[config.mk]
export PLATFORM = sky130hd
export DESIGN_NAME = fifo_token_ctrl_flat
export DESIGN_NICKNAME = d
export VERILOG_FILES = /design/src/rtl/fifo_token_ctrl_if.sv /design/src/rtl/fifo_token_ctrl.sv /design/src/flat_wrapper.sv
export SDC_FILE = /design/constraint.sdc
export NUM_CORES = 1
export LEC_CHECK = 0
export CELL_PAD_IN_SITES_DETAIL_PLACEMENT = 0
export CELL_PAD_IN_SITES_GLOBAL_PLACEMENT = 1
export CORE_MARGIN = 2
export CORE_UTILIZATION = 36
export CTS_BUF_LIST = sky130_fd_sc_hd__clkbuf_4
export CTS_CLUSTER_DIAMETER = 150
export DETAILED_ROUTE_END_ITERATION = 10
export GPL_TIMING_DRIVEN = 0
export PLACE_DENSITY = 0.8
export SYNTH_ARGS = -nofsm -noshare
export SYNTH_HDL_FRONTEND = slang
export SYNTH_SLANG_ARGS = --single-unit
[constraint.sdc]
create_clock -name clk -period 2.7 [get_ports clk]
set_input_delay 0.405 -clock clk [delete_from_list [all_inputs] [get_ports clk]]
set_output_delay 0.405 -clock clk [all_outputs]
set_load 0.05 [all_outputs]
[src/rtl/fifo_token_ctrl_if.sv]
// -----------------------------------------------------------------------------
// fifo_token_ctrl_if
// Handshake and status bundle between the FIFO sequencing controller and its
// surroundings (producer, consumer, storage cells, full/empty detectors).
//
// Signals:
//   put_req / get_req   requests from producer / consumer
//   put_en_o / get_en_o one-hot per-cell write / read enables
//   put_ack / get_ack   acceptance of the request this cycle
//   f_o                 registered per-cell full flags
//   full / empty        derived from f_o
//   count               registered occupancy, 0..N_CELLS
//   ovf / udf           one-cycle pulses for refused put / get requests
//
// Modports:
//   master  drives the requests, observes everything else
//   slave   the controller side
// -----------------------------------------------------------------------------
interface fifo_token_ctrl_if #(
  parameter int N_CELLS = 16
);
  localparam int CW = $clog2(N_CELLS + 1);

  logic               put_req;
  logic               get_req;
  logic [N_CELLS-1:0] put_en_o;
  logic [N_CELLS-1:0] get_en_o;
  logic               put_ack;
  logic               get_ack;
  logic [N_CELLS-1:0] f_o;
  logic               full;
  logic               empty;
  logic [CW-1:0]      count;
  logic               ovf;
  logic               udf;

  modport master (
    output put_req, get_req,
    input  put_en_o, get_en_o, put_ack, get_ack,
    input  f_o, full, empty, count, ovf, udf
  );

  modport slave (
    input  put_req, get_req,
    output put_en_o, get_en_o, put_ack, get_ack,
    output f_o, full, empty, count, ovf, udf
  );
endinterface

[src/rtl/fifo_token_ctrl.sv]
// -----------------------------------------------------------------------------
// fifo_token_ctrl
// Sequencing controller for a cell-based FIFO. Two one-hot tokens walk the
// N_CELLS storage cells: the put token marks the next cell to write, the get
// token the oldest occupied cell. Per-cell full flags live here (the cells only
// hold data); full, empty and the occupancy count are derived from them.
//
// Ports:
//   clk    rising-edge clock
//   rst_n  asynchronous active-low reset
//   bus    fifo_token_ctrl_if.slave: put_req/get_req in; put_en_o, get_en_o,
//          put_ack, get_ack, f_o, full, empty, count, ovf, udf out
// -----------------------------------------------------------------------------
module fifo_token_ctrl #(
  parameter int N_CELLS = 16
) (
  input  logic              clk,
  input  logic              rst_n,
  fifo_token_ctrl_if.slave  bus
);
  localparam int CW = $clog2(N_CELLS + 1);

  logic [N_CELLS-1:0] put_tok_q, put_tok_d;
  logic [N_CELLS-1:0] get_tok_q, get_tok_d;
  logic [N_CELLS-1:0] f_q, f_d;
  logic [CW-1:0]      count_q, count_d;
  logic               ovf_q, udf_q;

  logic               full_w, empty_w;
  logic               put_ack_w, get_ack_w;
  logic [N_CELLS-1:0] put_en_w, get_en_w;

  assign full_w    = &f_q;
  assign empty_w   = ~|f_q;

  // When full only the get can win, when empty only the put can win, so a
  // simultaneous put and get always address two different cells.
  assign put_ack_w = bus.put_req & ~full_w;
  assign get_ack_w = bus.get_req & ~empty_w;

  assign put_en_w  = put_ack_w ? put_tok_q : '0;
  assign get_en_w  = get_ack_w ? get_tok_q : '0;

  // Per-cell flag next state: set by this cell's write enable, cleared by its
  // read enable. Both never hit the same cell in one cycle.
  for (genvar gi = 0; gi < N_CELLS; gi++) begin : g_flag
    assign f_d[gi] = (f_q[gi] | put_en_w[gi]) & ~get_en_w[gi];
  end

  always_comb begin
    put_tok_d = put_tok_q;
    get_tok_d = get_tok_q;
    count_d   = count_q;
    // Rotate left with wrap from the top cell back to cell 0.
    if (put_ack_w) put_tok_d = {put_tok_q[N_CELLS-2:0], put_tok_q[N_CELLS-1]};
    if (get_ack_w) get_tok_d = {get_tok_q[N_CELLS-2:0], get_tok_q[N_CELLS-1]};
    case ({put_ack_w, get_ack_w})
      2'b10:   count_d = count_q + CW'(1);
      2'b01:   count_d = count_q - CW'(1);
      default: count_d = count_q;
    endcase
  end

  always_ff @(posedge clk or negedge rst_n) begin
    if (!rst_n) begin
      put_tok_q <= N_CELLS'(1);
      get_tok_q <= N_CELLS'(1);
      f_q       <= '0;
      count_q   <= '0;
      ovf_q     <= 1'b0;
      udf_q     <= 1'b0;
    end else begin
      put_tok_q <= put_tok_d;
      get_tok_q <= get_tok_d;
      f_q       <= f_d;
      count_q   <= count_d;
      // Refused requests are flagged one cycle later, once per request cycle.
      ovf_q     <= bus.put_req & full_w;
      udf_q     <= bus.get_req & empty_w;
    end
  end

  assign bus.put_en_o = put_en_w;
  assign bus.get_en_o = get_en_w;
  assign bus.put_ack  = put_ack_w;
  assign bus.get_ack  = get_ack_w;
  assign bus.f_o      = f_q;
  assign bus.full     = full_w;
  assign bus.empty    = empty_w;
  assign bus.count    = count_q;
  assign bus.ovf      = ovf_q;
  assign bus.udf      = udf_q;
endmodule

[src/flat_wrapper.sv]
// flat-port wrapper written by rule: the top's interface ports become plain ports
module fifo_token_ctrl_flat 
#(
  parameter int N_CELLS = 16
)
  (clk, rst_n, bus_put_req, bus_get_req, bus_put_en_o, bus_get_en_o, bus_put_ack, bus_get_ack, bus_f_o, bus_full, bus_empty, bus_count, bus_ovf, bus_udf);
  fifo_token_ctrl_if #(.N_CELLS(N_CELLS)) bus_i ();
  input  logic clk;
  input  logic rst_n;
  input wire logic [$bits(bus_i.put_req)-1:0] bus_put_req;
  input wire logic [$bits(bus_i.get_req)-1:0] bus_get_req;
  output wire logic [$bits(bus_i.put_en_o)-1:0] bus_put_en_o;
  output wire logic [$bits(bus_i.get_en_o)-1:0] bus_get_en_o;
  output wire logic [$bits(bus_i.put_ack)-1:0] bus_put_ack;
  output wire logic [$bits(bus_i.get_ack)-1:0] bus_get_ack;
  output wire logic [$bits(bus_i.f_o)-1:0] bus_f_o;
  output wire logic [$bits(bus_i.full)-1:0] bus_full;
  output wire logic [$bits(bus_i.empty)-1:0] bus_empty;
  output wire logic [$bits(bus_i.count)-1:0] bus_count;
  output wire logic [$bits(bus_i.ovf)-1:0] bus_ovf;
  output wire logic [$bits(bus_i.udf)-1:0] bus_udf;
  assign bus_i.put_req = bus_put_req;
  assign bus_i.get_req = bus_get_req;
  assign bus_put_en_o = bus_i.put_en_o;
  assign bus_get_en_o = bus_i.get_en_o;
  assign bus_put_ack = bus_i.put_ack;
  assign bus_get_ack = bus_i.get_ack;
  assign bus_f_o = bus_i.f_o;
  assign bus_full = bus_i.full;
  assign bus_empty = bus_i.empty;
  assign bus_count = bus_i.count;
  assign bus_ovf = bus_i.ovf;
  assign bus_udf = bus_i.udf;
  fifo_token_ctrl #(.N_CELLS(N_CELLS)) u_core (.clk(clk), .rst_n(rst_n), .bus(bus_i));
endmodule
==> results.json <==
{
  "outcome": "complete, no violations",
  "fillers": 613,
  "htreeDepth": 2,
  "power.internal_w": 0.00185,
  "maxCapViolCount": 0,
  "rsz0062_at_grt": "true",
  "cts.sinks": 55,
  "port_buffers": 62,
  "final_area_sq_um": 3350,
  "first_pass_iters": 4,
  "cts.clk_slew.worst_paths_ns": 0.16,
  "ys_top_cells_by_count": "dfrtp_1 (53), inv_1 (20), and2_1 (18)",
  "diodes": 0,
  "syn2layout_area_growth_pct": 35.0,
  "finalMaxSlewViolations": 0,
  "coreArea_sq_um": 6720,
  "r2r_slack_ns": 0.03,
  "critPathBufInv": 2,
  "met3_usage": 0.0408,
  "synthArstFlopShare": 1.00,
  "initial_core_util": 0.370,
  "seq_power_share": 0.329,
  "drc_errors": 0,
  "register_area_sq_um": 1400,
  "cts_tree": "yes",
  "routabilityCongestion": 0.731,
  "grt_antenna_before_repair": 0,
  "p_leak_nw": 1.70,
  "numCtsBuffers": 5,
  "drive_gt1_frac": 0.399,
  "max_slew_margin": 0.649,
  "use_met1": 0.224,
  "comb_power_share": 0.565,
  "p_per_area_nw_per_um2": 1030,
  "yosysUniqueCellTypes": 36,
  "synthesis.nets": 214,
  "wirelength_um": 5620,
  "grt_pass1_wl_um": 9140,
  "p_total_w": 0.00345,
  "fin_nets": 291,
  "grt_busiest_layer": "met2",
  "max_freq_ghz": 0.375,
  "path_max_fanout": 11,
  "yosysWarningCount": 0,
  "slowest_stage": "dfrtp_2",
  "yosysMostFrequentCell": "dfrtp_1",
  "final_antenna_net_count": 0,
  "critical_path_arrival_ns": 2.92,
  "hold_path.class": "in2async",
  "dp.cells": 348,
  "setup_viol": 0,
  "cp.required_ns": 2.95,
  "pwr-share-clk": 0.106,
  "ys_seq_area_frac": 0.555,
  "die-area_sq_um": 7580,
  "end_kind": "register",
  "syn-cell-area_sq_um": 2480,
  "post_dp_cell_area_sq_um": 3290,
  "synth_edf_count": 0,
  "synth_top_area_share": 0.534,
  "overflow": 0,
  "finalHoldViolCount": 0,
  "post_drt_wl_per_cell_um": 15.5,
  "path_class": "reg2reg",
  "crit_chain": "nor4_2 > and4_4 > nor2b_2 > buf_6 > buf_6 > ha_4 > ha_4 > nor2b_4 > o21a_1 > o311ai_2 > o311ai_1",
  "ir_worst_vdd_mv": 0.585,
  "critPathTopFamily": "simple AND/OR/NAND/NOR gates",
  "syn_avg_cell_area_sq_um": 12.1,
  "first_iter_violations": 109,
  "io_pins": 63,
  "rows": 30,
  "period_minus_slack_ns": 2.67,
  "clock_skew_ns": 0.0133,
  "clkLatencyLatePin_ns": 0.37,
  "vias": 1834,
  "worst_pin_slew_ns": 0.524,
  "multi_input_area_sq_um": 1050,
  "ys.flop_type": "dfrtp_1",
  "grt_max_degree": 41,
  "p_sw_frac": 0.464,
  "ys_top_cells_by_area": "dfrtp_1 (53%), mux2_2 (5.9%), a2bb2oi_1 (5.6%)",
  "grt.met2_usage": 0.232,
  "timing.hold.ws_ns": 0.460,
  "grt_usage": 0.157,
  "via_per_inst": 5.05,
  "post-route-period-util": 0.987,
  "max_stage_delay_ns": 0.47,
  "syn_inst": 205,
  "yosys_register_bits": 55,
  "clk_path_buf_depth": 2,
  "fp.dieH_um": 87.1,
  "stdcell_count": 363,
  "die_x_um": 87.1,
  "grt_pass1_vias": 1691,
  "power.switching_w": 0.00160,
  "cp-start-kind": "register",
  "synth_top_area_cell": "dfrtp_1",
  "cts-root-buf": "clkbuf_4",
  "dpl.hpwl_um": 4100
}
==> layout by cell type (no fill, tap or decap), types with 2 or more instances in the layout <==
cell type,Yosys,final
nor2b_4,0,2
clkdlybuf4s15_2,0,5
dlygate4sd2_1,0,4
a21o_1,17,17
dfstp_2,2,2
dfrtp_2,0,16
inv_1,20,19
and2_1,18,18
mux2_2,13,13
clkbuf_4,0,6
mux2_1,3,3
clkbuf_2,0,15
o21ai_0,3,3
nand2_1,3,3
buf_2,1,12
a2bb2oi_1,16,16
nor2_2,13,13
buf_4,2,6
ha_1,4,2
clkdlybuf4s50_1,0,25
nor4_2,0,2
ha_4,0,2
buf_6,3,5
nor2_1,4,4
nor4_4,1,3
dfrtp_1,53,37
xor2_1,2,2
dlymetal6s2s_1,0,3
nand4_1,4,4
==> state kept, by name (all words and copies together), names as in the netlist <==
| register | cells |
|---|---|
| u_core.bus.udf | 1 |
| u_core.bus.f_o | 16 |
| u_core.bus.count | 5 |
| u_core.bus.ovf | 1 |
| u_core.get_tok_q | 16 |
| u_core.put_tok_q | 16 |
==> layer usage <==
layer / routed length, um / vias to the layer above
met4: 77 / 0
met5: 0 / -
met3: 304 / 6
met1: 2670 / 904
met2: 2570 / 57
li1: - / 867
==> through the flow <==
step / setup TNS [ns] / setup WS (ns) / util
after floorplan: -1.30 / -0.467 / -
after global placement: -34.39 / -0.718 / 0.487
after detailed placement: -4.01 / -0.309 / 0.489
after CTS: 0 / 0.00692 / 0.505
after global routing: -0.173 / -0.103 / 0.499
final: 0 / 0.0338 / 0.499
==> power groups by stage <==
stage / Clock (W) / Combinational (W) / Sequential, W
global route: 0.000417 / 0.00210 / 0.00116
detailed placement: 0 / 0.00194 / 0.00114
global placement: 0 / 0.00191 / 0.00114
finish: 0.000364 / 0.00195 / 0.00113
floorplan: 0 / 0.00113 / 0.00142
CTS: 0.000382 / 0.00196 / 0.00113
==> final timing paths <==
check                                startpoint  cells past startpoint             endpoint
hold reg to reg            u_core.get_tok_q[10]                      1   u_core.bus.f_o[10]
hold / removal                            rst_n                      2  u_core.get_tok_q[5]
min in group clk           u_core.get_tok_q[10]                      1   u_core.bus.f_o[10]
max in group asynchronous                 rst_n                      3  u_core.get_tok_q[0]
setup / recovery              u_core.bus.f_o[3]                     11  u_core.bus.count[4]
setup reg to reg              u_core.bus.f_o[3]                     11  u_core.bus.count[4]
==> cell type report <==
| cell class | instances | area share |
|---|---|---|
| Sequential cell | 55 | 0.417 |
| Multi-Input combinational cell | 120 | 0.312 |
| Timing Repair Buffer | 70 | 0.173 |
| Tap cell | 80 | 0.0299 |
| Buffer | 9 | 0.0254 |
| Inverter | 21 | 0.0250 |
| Clock buffer | 6 | 0.0134 |
| Clock inverter | 2 | 0.00373 |
==> repair_timing <==
item | in CTS | in global routing
endpoints found under the setup margin | 36 | 36
buffers inserted | 5 | 1
endpoints found under the hold margin | 14 | 0
gates resized for setup | 75 | 52
pin swaps | 3 | 2
hold buffers | 1 | 0
==> logic make-up (layout without fill, tap and decap cells) <==
group | after synthesis | after routing | share of synthesized area
AO/OA/AOI/OAI | 42 | 42 | 0.132
XOR/XNOR | 3 | 3 | 0.0106
adder cells (fa/ha/maj) | 5 | 5 | 0.0282
buffers and inverters | 30 | 108 | 0.0630
flip-flops | 55 | 55 | 0.555
multiplexers | 17 | 17 | 0.0766
AND/OR/NAND/NOR | 53 | 53 | 0.134
(Power assumes the default switching activity.)
